==> src/rtl/drive_seq_ctrl_if.sv <==
// Sequencer-to-datapath bundle: start/abort control, drive_pc load path,
// instruction fetch data and the play request/ready handshake.
interface drive_seq_ctrl_if #(
    parameter int PC_WIDTH = 11
);
    logic                start;
    logic [PC_WIDTH-1:0] start_addr;
    logic                abort;
    logic [PC_WIDTH-1:0] PC;
    logic [15:0]         inst_rdata;
    logic                play_ready;
    logic                update_pc;
    logic [PC_WIDTH-1:0] next_PC;
    logic                play_valid;
    logic [7:0]          play_idx;
    logic                busy;
    logic                done;

    modport master (
        input  start, start_addr, abort, PC, inst_rdata, play_ready,
        output update_pc, next_PC, play_valid, play_idx, busy, done
    );

    modport slave (
        output start, start_addr, abort, PC, inst_rdata, play_ready,
        input  update_pc, next_PC, play_valid, play_idx, busy, done
    );
endinterface

==> src/rtl/drive_seq_ctrl.sv <==
// Pulse-drive sequencer: fetches 16-bit instructions and issues PC loads and play requests.
// Outputs are combinational from state/inputs; a PLAY stalls in EXEC until play_ready.
module drive_seq_ctrl #(
    parameter int PC_WIDTH   = 11,
    parameter int LOOP_WIDTH = 8
) (
    input  logic             clk,
    input  logic             rst,
    drive_seq_ctrl_if.master bus
);
    typedef enum logic [1:0] {IDLE, FETCH, EXEC, WAIT} state_t;

    localparam logic [2:0] OP_PLAY     = 3'b001;
    localparam logic [2:0] OP_WAIT     = 3'b010;
    localparam logic [2:0] OP_JUMP     = 3'b011;
    localparam logic [2:0] OP_LOOP_SET = 3'b100;
    localparam logic [2:0] OP_LOOP_BR  = 3'b101;
    localparam logic [2:0] OP_HALT     = 3'b111;

    state_t                state, state_nxt;
    logic [10:0]           wait_cnt, wait_nxt;
    logic [LOOP_WIDTH-1:0] loop_cnt, loop_nxt;
    logic [2:0]            opcode;
    logic [10:0]           operand;
    logic [PC_WIDTH-1:0]   pc_inc;
    logic [PC_WIDTH-1:0]   target;
    logic                  advance;
    logic                  unused_inst;

    assign opcode       = bus.inst_rdata[15:13];
    assign operand      = bus.inst_rdata[10:0];
    assign unused_inst  = ^bus.inst_rdata[12:11];
    assign pc_inc       = bus.PC + PC_WIDTH'(1);
    assign target       = PC_WIDTH'(operand);
    assign bus.play_idx = bus.inst_rdata[7:0];
    assign bus.busy     = !rst && (state != IDLE);

    always_comb begin
        bus.update_pc  = 1'b0;
        bus.next_PC    = bus.PC;
        bus.play_valid = 1'b0;
        bus.done       = 1'b0;
        state_nxt      = state;
        wait_nxt       = wait_cnt;
        loop_nxt       = loop_cnt;
        advance        = 1'b0;

        // Abort outranks everything the current instruction would do.
        if (!rst && state != IDLE && bus.abort) begin
            state_nxt = IDLE;
        end else if (!rst) begin
            case (state)
                IDLE: begin
                    if (bus.start) begin
                        bus.update_pc = 1'b1;
                        bus.next_PC   = bus.start_addr;
                        state_nxt     = FETCH;
                    end
                end
                FETCH: state_nxt = EXEC;
                EXEC: begin
                    case (opcode)
                        OP_PLAY: begin
                            bus.play_valid = 1'b1;
                            advance        = bus.play_ready;
                        end
                        OP_WAIT: begin
                            if (operand == 11'd0) begin
                                advance = 1'b1;
                            end else begin
                                wait_nxt  = operand;
                                state_nxt = WAIT;
                            end
                        end
                        OP_JUMP: begin
                            bus.update_pc = 1'b1;
                            bus.next_PC   = target;
                            state_nxt     = FETCH;
                        end
                        OP_LOOP_SET: begin
                            loop_nxt = LOOP_WIDTH'(operand);
                            advance  = 1'b1;
                        end
                        OP_LOOP_BR: begin
                            if (loop_cnt != '0) begin
                                loop_nxt      = loop_cnt - LOOP_WIDTH'(1);
                                bus.update_pc = 1'b1;
                                bus.next_PC   = target;
                                state_nxt     = FETCH;
                            end else begin
                                advance = 1'b1;
                            end
                        end
                        OP_HALT: begin
                            bus.done  = 1'b1;
                            state_nxt = IDLE;
                        end
                        default: advance = 1'b1;
                    endcase
                end
                WAIT: begin
                    if (wait_cnt <= 11'd1) begin
                        advance = 1'b1;
                    end else begin
                        wait_nxt = wait_cnt - 11'd1;
                    end
                end
                default: state_nxt = IDLE;
            endcase

            if (advance) begin
                bus.update_pc = 1'b1;
                bus.next_PC   = pc_inc;
                state_nxt     = FETCH;
            end
        end
    end

    always_ff @(posedge clk) begin
        if (rst) begin
            state    <= IDLE;
            wait_cnt <= '0;
            loop_cnt <= '0;
        end else begin
            state    <= state_nxt;
            wait_cnt <= wait_nxt;
            loop_cnt <= loop_nxt;
        end
    end
endmodule
==> src/flat_wrapper.sv <==
// flat-port wrapper written by rule: the top's interface ports become plain ports
module drive_seq_ctrl_flat 
#(
    parameter int PC_WIDTH   = 11,
    parameter int LOOP_WIDTH = 8
)
  (clk, rst, bus_start, bus_start_addr, bus_abort, bus_PC, bus_inst_rdata, bus_play_ready, bus_update_pc, bus_next_PC, bus_play_valid, bus_play_idx, bus_busy, bus_done);
  drive_seq_ctrl_if #(.PC_WIDTH(PC_WIDTH)) bus_i ();
  input  logic clk;
  input  logic rst;
  input wire logic [$bits(bus_i.start)-1:0] bus_start;
  input wire logic [$bits(bus_i.start_addr)-1:0] bus_start_addr;
  input wire logic [$bits(bus_i.abort)-1:0] bus_abort;
  input wire logic [$bits(bus_i.PC)-1:0] bus_PC;
  input wire logic [$bits(bus_i.inst_rdata)-1:0] bus_inst_rdata;
  input wire logic [$bits(bus_i.play_ready)-1:0] bus_play_ready;
  output wire logic [$bits(bus_i.update_pc)-1:0] bus_update_pc;
  output wire logic [$bits(bus_i.next_PC)-1:0] bus_next_PC;
  output wire logic [$bits(bus_i.play_valid)-1:0] bus_play_valid;
  output wire logic [$bits(bus_i.play_idx)-1:0] bus_play_idx;
  output wire logic [$bits(bus_i.busy)-1:0] bus_busy;
  output wire logic [$bits(bus_i.done)-1:0] bus_done;
  assign bus_i.start = bus_start;
  assign bus_i.start_addr = bus_start_addr;
  assign bus_i.abort = bus_abort;
  assign bus_i.PC = bus_PC;
  assign bus_i.inst_rdata = bus_inst_rdata;
  assign bus_i.play_ready = bus_play_ready;
  assign bus_update_pc = bus_i.update_pc;
  assign bus_next_PC = bus_i.next_PC;
  assign bus_play_valid = bus_i.play_valid;
  assign bus_play_idx = bus_i.play_idx;
  assign bus_busy = bus_i.busy;
  assign bus_done = bus_i.done;
  drive_seq_ctrl #(.PC_WIDTH(PC_WIDTH), .LOOP_WIDTH(LOOP_WIDTH)) u_core (.clk(clk), .rst(rst), .bus(bus_i));
endmodule
==> config.mk <==
export PLATFORM = sky130hd
export DESIGN_NAME = drive_seq_ctrl_flat
export DESIGN_NICKNAME = d
export VERILOG_FILES = /design/src/rtl/drive_seq_ctrl_if.sv /design/src/rtl/drive_seq_ctrl.sv /design/src/flat_wrapper.sv
export SDC_FILE = /design/constraint.sdc
export NUM_CORES = 1
export LEC_CHECK = 0
export ABC_AREA = 1
export BUFFER_PORTS_ARGS = -buffer_cell sky130_fd_sc_hd__buf_2
export CAP_MARGIN = 0
export CORE_MARGIN = 2
export CORE_UTILIZATION = 59
export CTS_CLUSTER_DIAMETER = 50
export CTS_CLUSTER_SIZE = 28
export DETAILED_ROUTE_END_ITERATION = 6
export GPL_TIMING_DRIVEN = 0
export PLACE_DENSITY = 0.87
export SLEW_MARGIN = 20
export SYNTH_ARGS = -nofsm -noshare
export SYNTH_HDL_FRONTEND = slang
export SYNTH_SLANG_ARGS = --single-unit
==> constraint.sdc <==
create_clock -name clk -period 2.9 [get_ports clk]
set_input_delay 0.435 -clock clk [delete_from_list [all_inputs] [get_ports clk]]
set_output_delay 0.435 -clock clk [all_outputs]
set_load 0.03 [all_outputs]
==> results.py <==
metrics = {
    "run_status": {
        "outcome": "completed",
    },
    "synthesis": {
        "synth.yosys.warnings": 0,
        "synth_edf_count": 0,
        "postSynthAreaPerCell_um2": 5.492,
        "synth.ff_latch_count": 21,
        "synth_fp_nets": 554,
        "synth_flop_cell": "sky130_fd_sc_hd__dfxtp_1",
        "synth_cell_type_count": 37,
        "synthCells": 503,
        "synth_async_sr_flop_share": 0,
        "yosysSeqAreaShare": 0.1522,
        "combined_area_of_all_synthesized_cells_um2": 2763,
    },
    "global_route": {
        "number_of_global_route_vias_before_repair": 3105,
        "initial_antenna_violation_count": 0,
        "grt_pass1_wl_mm": 14.06,
        "largest_net_degree_at_the_start_of_global_routing": 13,
        "grt_overflow": 0,
        "global_route.usage.total": 0.3254,
    },
    "hold_path": {
        "worstHoldPathType": "reg -> reg",
        "worstHoldStart": "u_core.loop_cnt[2]",
        "worst_hold_depth": 2,
        "worstHoldEndpoint": "u_core.loop_cnt[2]",
    },
    "detailed_routing": {
        "drt_pass1_iterations": 5,
        "drtIter0Drc": 405,
        "route.detailed.drc": 0,
        "drt_wl_total_mm": 8.194,
        "via_per_inst": 5.567,
        "routed_wire_length_per_instance_um": 13.24,
        "dr_total_vias": 3446,
        "drtAntennaViolNets": 0,
    },
    "die": {
        "fp.dieH_um": 72.43,
        "rows": 24,
        "core_area_um2": 4444,
        "number_of_top_level_pins": 66,
        "start_util": 0.6216,
        "area_of_the_die_um2": 5246,
        "die-width_um": 72.43,
    },
    "clocking": {
        "cts_setup_buffers": 0,
        "clockRootBuffer": "sky130_fd_sc_hd__clkbuf_8",
        "clk-insertion-delay-late_ns": 0.27,
        "cts-htree-levels": 1,
        "tritoncts_clock_tree": "built",
        "clk_pin_slew_worst_paths_ns": 0.09,
        "cts.sink_count": 21,
        "cts_hold_repair_buffers": 0,
        "cts_repair_resize_count": 1,
        "max-clock-path-buffers": 2,
        "inserted_clock_buffers": 3,
    },
    "placement": {
        "preCtsSetupSlack_ns": 0.2793,
        "dp_hpwl_mm": 6.443,
        "place.gp.congestion": 0.9789,
        "portBuffers": 61,
    },
    "worst_setup_path": {
        "timing.critical_path.mode_cell": "sky130_fd_sc_hd__nand2_2",
        "worst_path_max_delay_cell": "sky130_fd_sc_hd__dfxtp_1",
        "r2r_end": "u_core.wait_cnt[10]",
        "reg2regPathDepth": 9,
        "timing.rr.start": "u_core.state[0]",
        "cp_max_fo": 10,
        "critPathArrivalTime_ns": 2.29,
        "setup.worst_path.start_class": "flip-flop",
        "worst-endpoint-required_ns": 2.47,
        "cell_by_cell_listing_of_the_critical_path": "ha_2, inv_2, or2_1, nor2_2, nand2_2, nand2_4, nor2_4, buf_6, nand2_2, nand2_1, a21oi_1, buf_2",
        "slowest_delay_ns": 0.40,
        "crit_path_end_kind": "output port",
        "critical_path_class": "reg -> out",
        "reg2reg_slack_ns": 0.87,
    },
    "flow_run": {
        "drv_cap": 0,
    },
    "sta": {
        "rsz0062_at_grt": "true",
        "finalHoldViolations": 0,
        "slew_violations": 0,
        "post-route-worst-setup-slack_ns": 0.1790,
        "fin_skew_ns": 0.003036,
        "holdWs_ns": 0.4947,
        "timing.fmax_mhz": 367.5,
        "worstMarginPinSlew_ns": 0.5401,
        "slew_headroom": 0.6399,
        "final_period_minus_worst_setup_slack_ns": 2.721,
        "setup_viols_final": 0,
        "period_utilization": 0.9383,
    },
    "pwr": {
        "static-leakage-power_nw": 1.727,
        "peakVddDrop_uv": 291.9,
        "power-per-cell-area_nw_per_um2": 522.2,
    },
    "final_layout": {
        "fillCellCount": 434,
        "layout-area-overhead-vs-synth_pct": 15.76,
        "design.final.nets": 619,
        "post_route_cells_drive_above_1_share": 0.2222,
        "diodes": 0,
    },
}
-- area by class of cell --
cell class,count,area (um2),share of cell area
multi-input combinational,397,1989,0.6221
buffer,21,135.1,0.04225
timing repair buffer,61,305.3,0.09546
clock inverter,1,5.005,0.001565
tap,52,65.06,0.02034
clock buffer,3,41.29,0.01291
sequential,21,420.4,0.1315
inverter,63,236.5,0.07394
-- metrics by stage --
step           power, mW  std cells  utilization  area [um2]  TNS [ns]
3_5_place_dp       1.432        616       0.7050        3133         0
5_1_grt            1.828        619       0.7196        3198  -0.02073
2_1_floorplan      1.172        503            -        2763         0
4_1_cts            1.639        620       0.7159        3182         0
6_report           1.670        619       0.7196        3198         0
3_3_place_gp       1.407        616       0.7050        3133         0
-- worst max-delay path: cells and delay by family (launching register included) --
kind,cells,cell delay (ns)
flip-flops,1,0.40
AND/OR/NAND/NOR,7,0.78
AO/OA/AOI/OAI,1,0.13
adder cells (fa/ha/maj),1,0.29
buffers and inverters,3,0.41
-- registers in the layout (all words and copies together) (netlist names) --
name and flops:
u_core.loop_cnt 8, u_core.state 2, u_core.wait_cnt 11
-- report_power, final --
group	switching [mW]	internal, mW	leakage (nW)
Clock	0.109	0.0961	0.0255
Sequential	0.0325	0.318	0.170
Combinational	0.735	0.379	1.53
-- per-layer routing --
layer,routed length (um),GRT usage,vias up
li1,-,-,1724
met1,3559,0.4591,1538
met2,3777,0.5392,172
met3,773,0.04028,12
met4,84,0.05556,0
met5,0,0,-
-- logic make-up (layout without fill, tap and decap cells) --
kind of cell             count (synthesis)  count (layout)  synth area share
AND/OR/NAND/NOR                        300             300            0.4882
flip-flops                              21              21            0.1522
adder cells (fa/ha/maj)                  8               8           0.03623
buffers and inverters                   85             149            0.1350
XOR/XNOR                                 8               8           0.02536
AO/OA/AOI/OAI                           81              81            0.1630
-- cell usage after synthesis (2+ instances only) --
cell type	number	area, um2
sky130_fd_sc_hd__nand4_1	8	50.05
sky130_fd_sc_hd__o21bai_1	8	60.06
sky130_fd_sc_hd__buf_4	11	82.58
sky130_fd_sc_hd__a21oi_1	32	160.2
sky130_fd_sc_hd__nor3_1	3	15.01
sky130_fd_sc_hd__ha_1	8	100.1
sky130_fd_sc_hd__clkbuf_1	6	22.52
sky130_fd_sc_hd__nand2_1	147	551.8
sky130_fd_sc_hd__dfxtp_1	21	420.4
sky130_fd_sc_hd__inv_2	6	22.52
sky130_fd_sc_hd__or2_2	8	50.05
sky130_fd_sc_hd__nor2_4	3	33.78
sky130_fd_sc_hd__buf_2	3	15.01
sky130_fd_sc_hd__o22ai_1	3	18.77
sky130_fd_sc_hd__nand2_2	5	31.28
sky130_fd_sc_hd__nor2_2	3	18.77
sky130_fd_sc_hd__o21ai_0	30	150.1
sky130_fd_sc_hd__nand2_4	2	22.52
sky130_fd_sc_hd__a31oi_1	3	18.77
sky130_fd_sc_hd__nor2_1	78	292.8
sky130_fd_sc_hd__nor3_2	2	20.02
sky130_fd_sc_hd__xor2_1	8	70.07
sky130_fd_sc_hd__nand3_1	31	155.2
sky130_fd_sc_hd__nand3_2	5	50.05
sky130_fd_sc_hd__inv_1	57	214.0
-- worst max-delay path by stage --
| stage | slack, ns | to | cells past startpoint | startpoint |
|---|---|---|---|---|
| after floorplan | 0.29 | bus_next_PC[1] | 10 | u_core.state[0] |
| after global placement | 0.31 | bus_next_PC[5] | 11 | u_core.state[0] |
| after detailed placement | 0.28 | bus_next_PC[5] | 11 | u_core.state[0] |
| after CTS | 0.11 | bus_next_PC[5] | 11 | u_core.state[0] |
| after global routing | -0.02 | bus_next_PC[5] | 12 | u_core.state[0] |
| final | 0.18 | bus_next_PC[1] | 12 | u_core.state[1] |
-- cells in the final DEF, fill, tap and decap left out --
| cell type | n |
|---|---|
| sky130_fd_sc_hd__a211oi_1 | 1 |
| sky130_fd_sc_hd__a21oi_1 | 32 |
| sky130_fd_sc_hd__a221oi_2 | 1 |
| sky130_fd_sc_hd__a22oi_1 | 1 |
| sky130_fd_sc_hd__a31oi_1 | 3 |
| sky130_fd_sc_hd__and3_1 | 1 |
| sky130_fd_sc_hd__buf_2 | 64 |
| sky130_fd_sc_hd__buf_4 | 11 |
| sky130_fd_sc_hd__buf_6 | 1 |
| sky130_fd_sc_hd__clkbuf_1 | 3 |
| sky130_fd_sc_hd__clkbuf_2 | 3 |
| sky130_fd_sc_hd__clkbuf_8 | 3 |
| sky130_fd_sc_hd__clkinv_2 | 1 |
| sky130_fd_sc_hd__dfxtp_1 | 21 |
| sky130_fd_sc_hd__ha_1 | 6 |
| sky130_fd_sc_hd__ha_2 | 2 |
| sky130_fd_sc_hd__inv_1 | 57 |
| sky130_fd_sc_hd__inv_2 | 6 |
| sky130_fd_sc_hd__nand2_1 | 147 |
| sky130_fd_sc_hd__nand2_2 | 5 |
| sky130_fd_sc_hd__nand2_4 | 2 |
| sky130_fd_sc_hd__nand3_1 | 31 |
| sky130_fd_sc_hd__nand3_2 | 5 |
| sky130_fd_sc_hd__nand3_4 | 1 |
| sky130_fd_sc_hd__nand4_1 | 8 |
| sky130_fd_sc_hd__nand4_4 | 1 |
| sky130_fd_sc_hd__nor2_1 | 74 |
| sky130_fd_sc_hd__nor2_2 | 6 |
| sky130_fd_sc_hd__nor2_4 | 4 |
| sky130_fd_sc_hd__nor3_1 | 3 |
| sky130_fd_sc_hd__nor3_2 | 2 |
| sky130_fd_sc_hd__nor4_1 | 1 |
| sky130_fd_sc_hd__o21ai_0 | 30 |
| sky130_fd_sc_hd__o21ai_1 | 1 |
| sky130_fd_sc_hd__o21bai_1 | 8 |
| sky130_fd_sc_hd__o22ai_1 | 3 |
| sky130_fd_sc_hd__o31ai_1 | 1 |
| sky130_fd_sc_hd__or2_1 | 1 |
| sky130_fd_sc_hd__or2_2 | 8 |
| sky130_fd_sc_hd__xor2_1 | 8 |
Note: power is estimated with default switching activity, not from simulation.
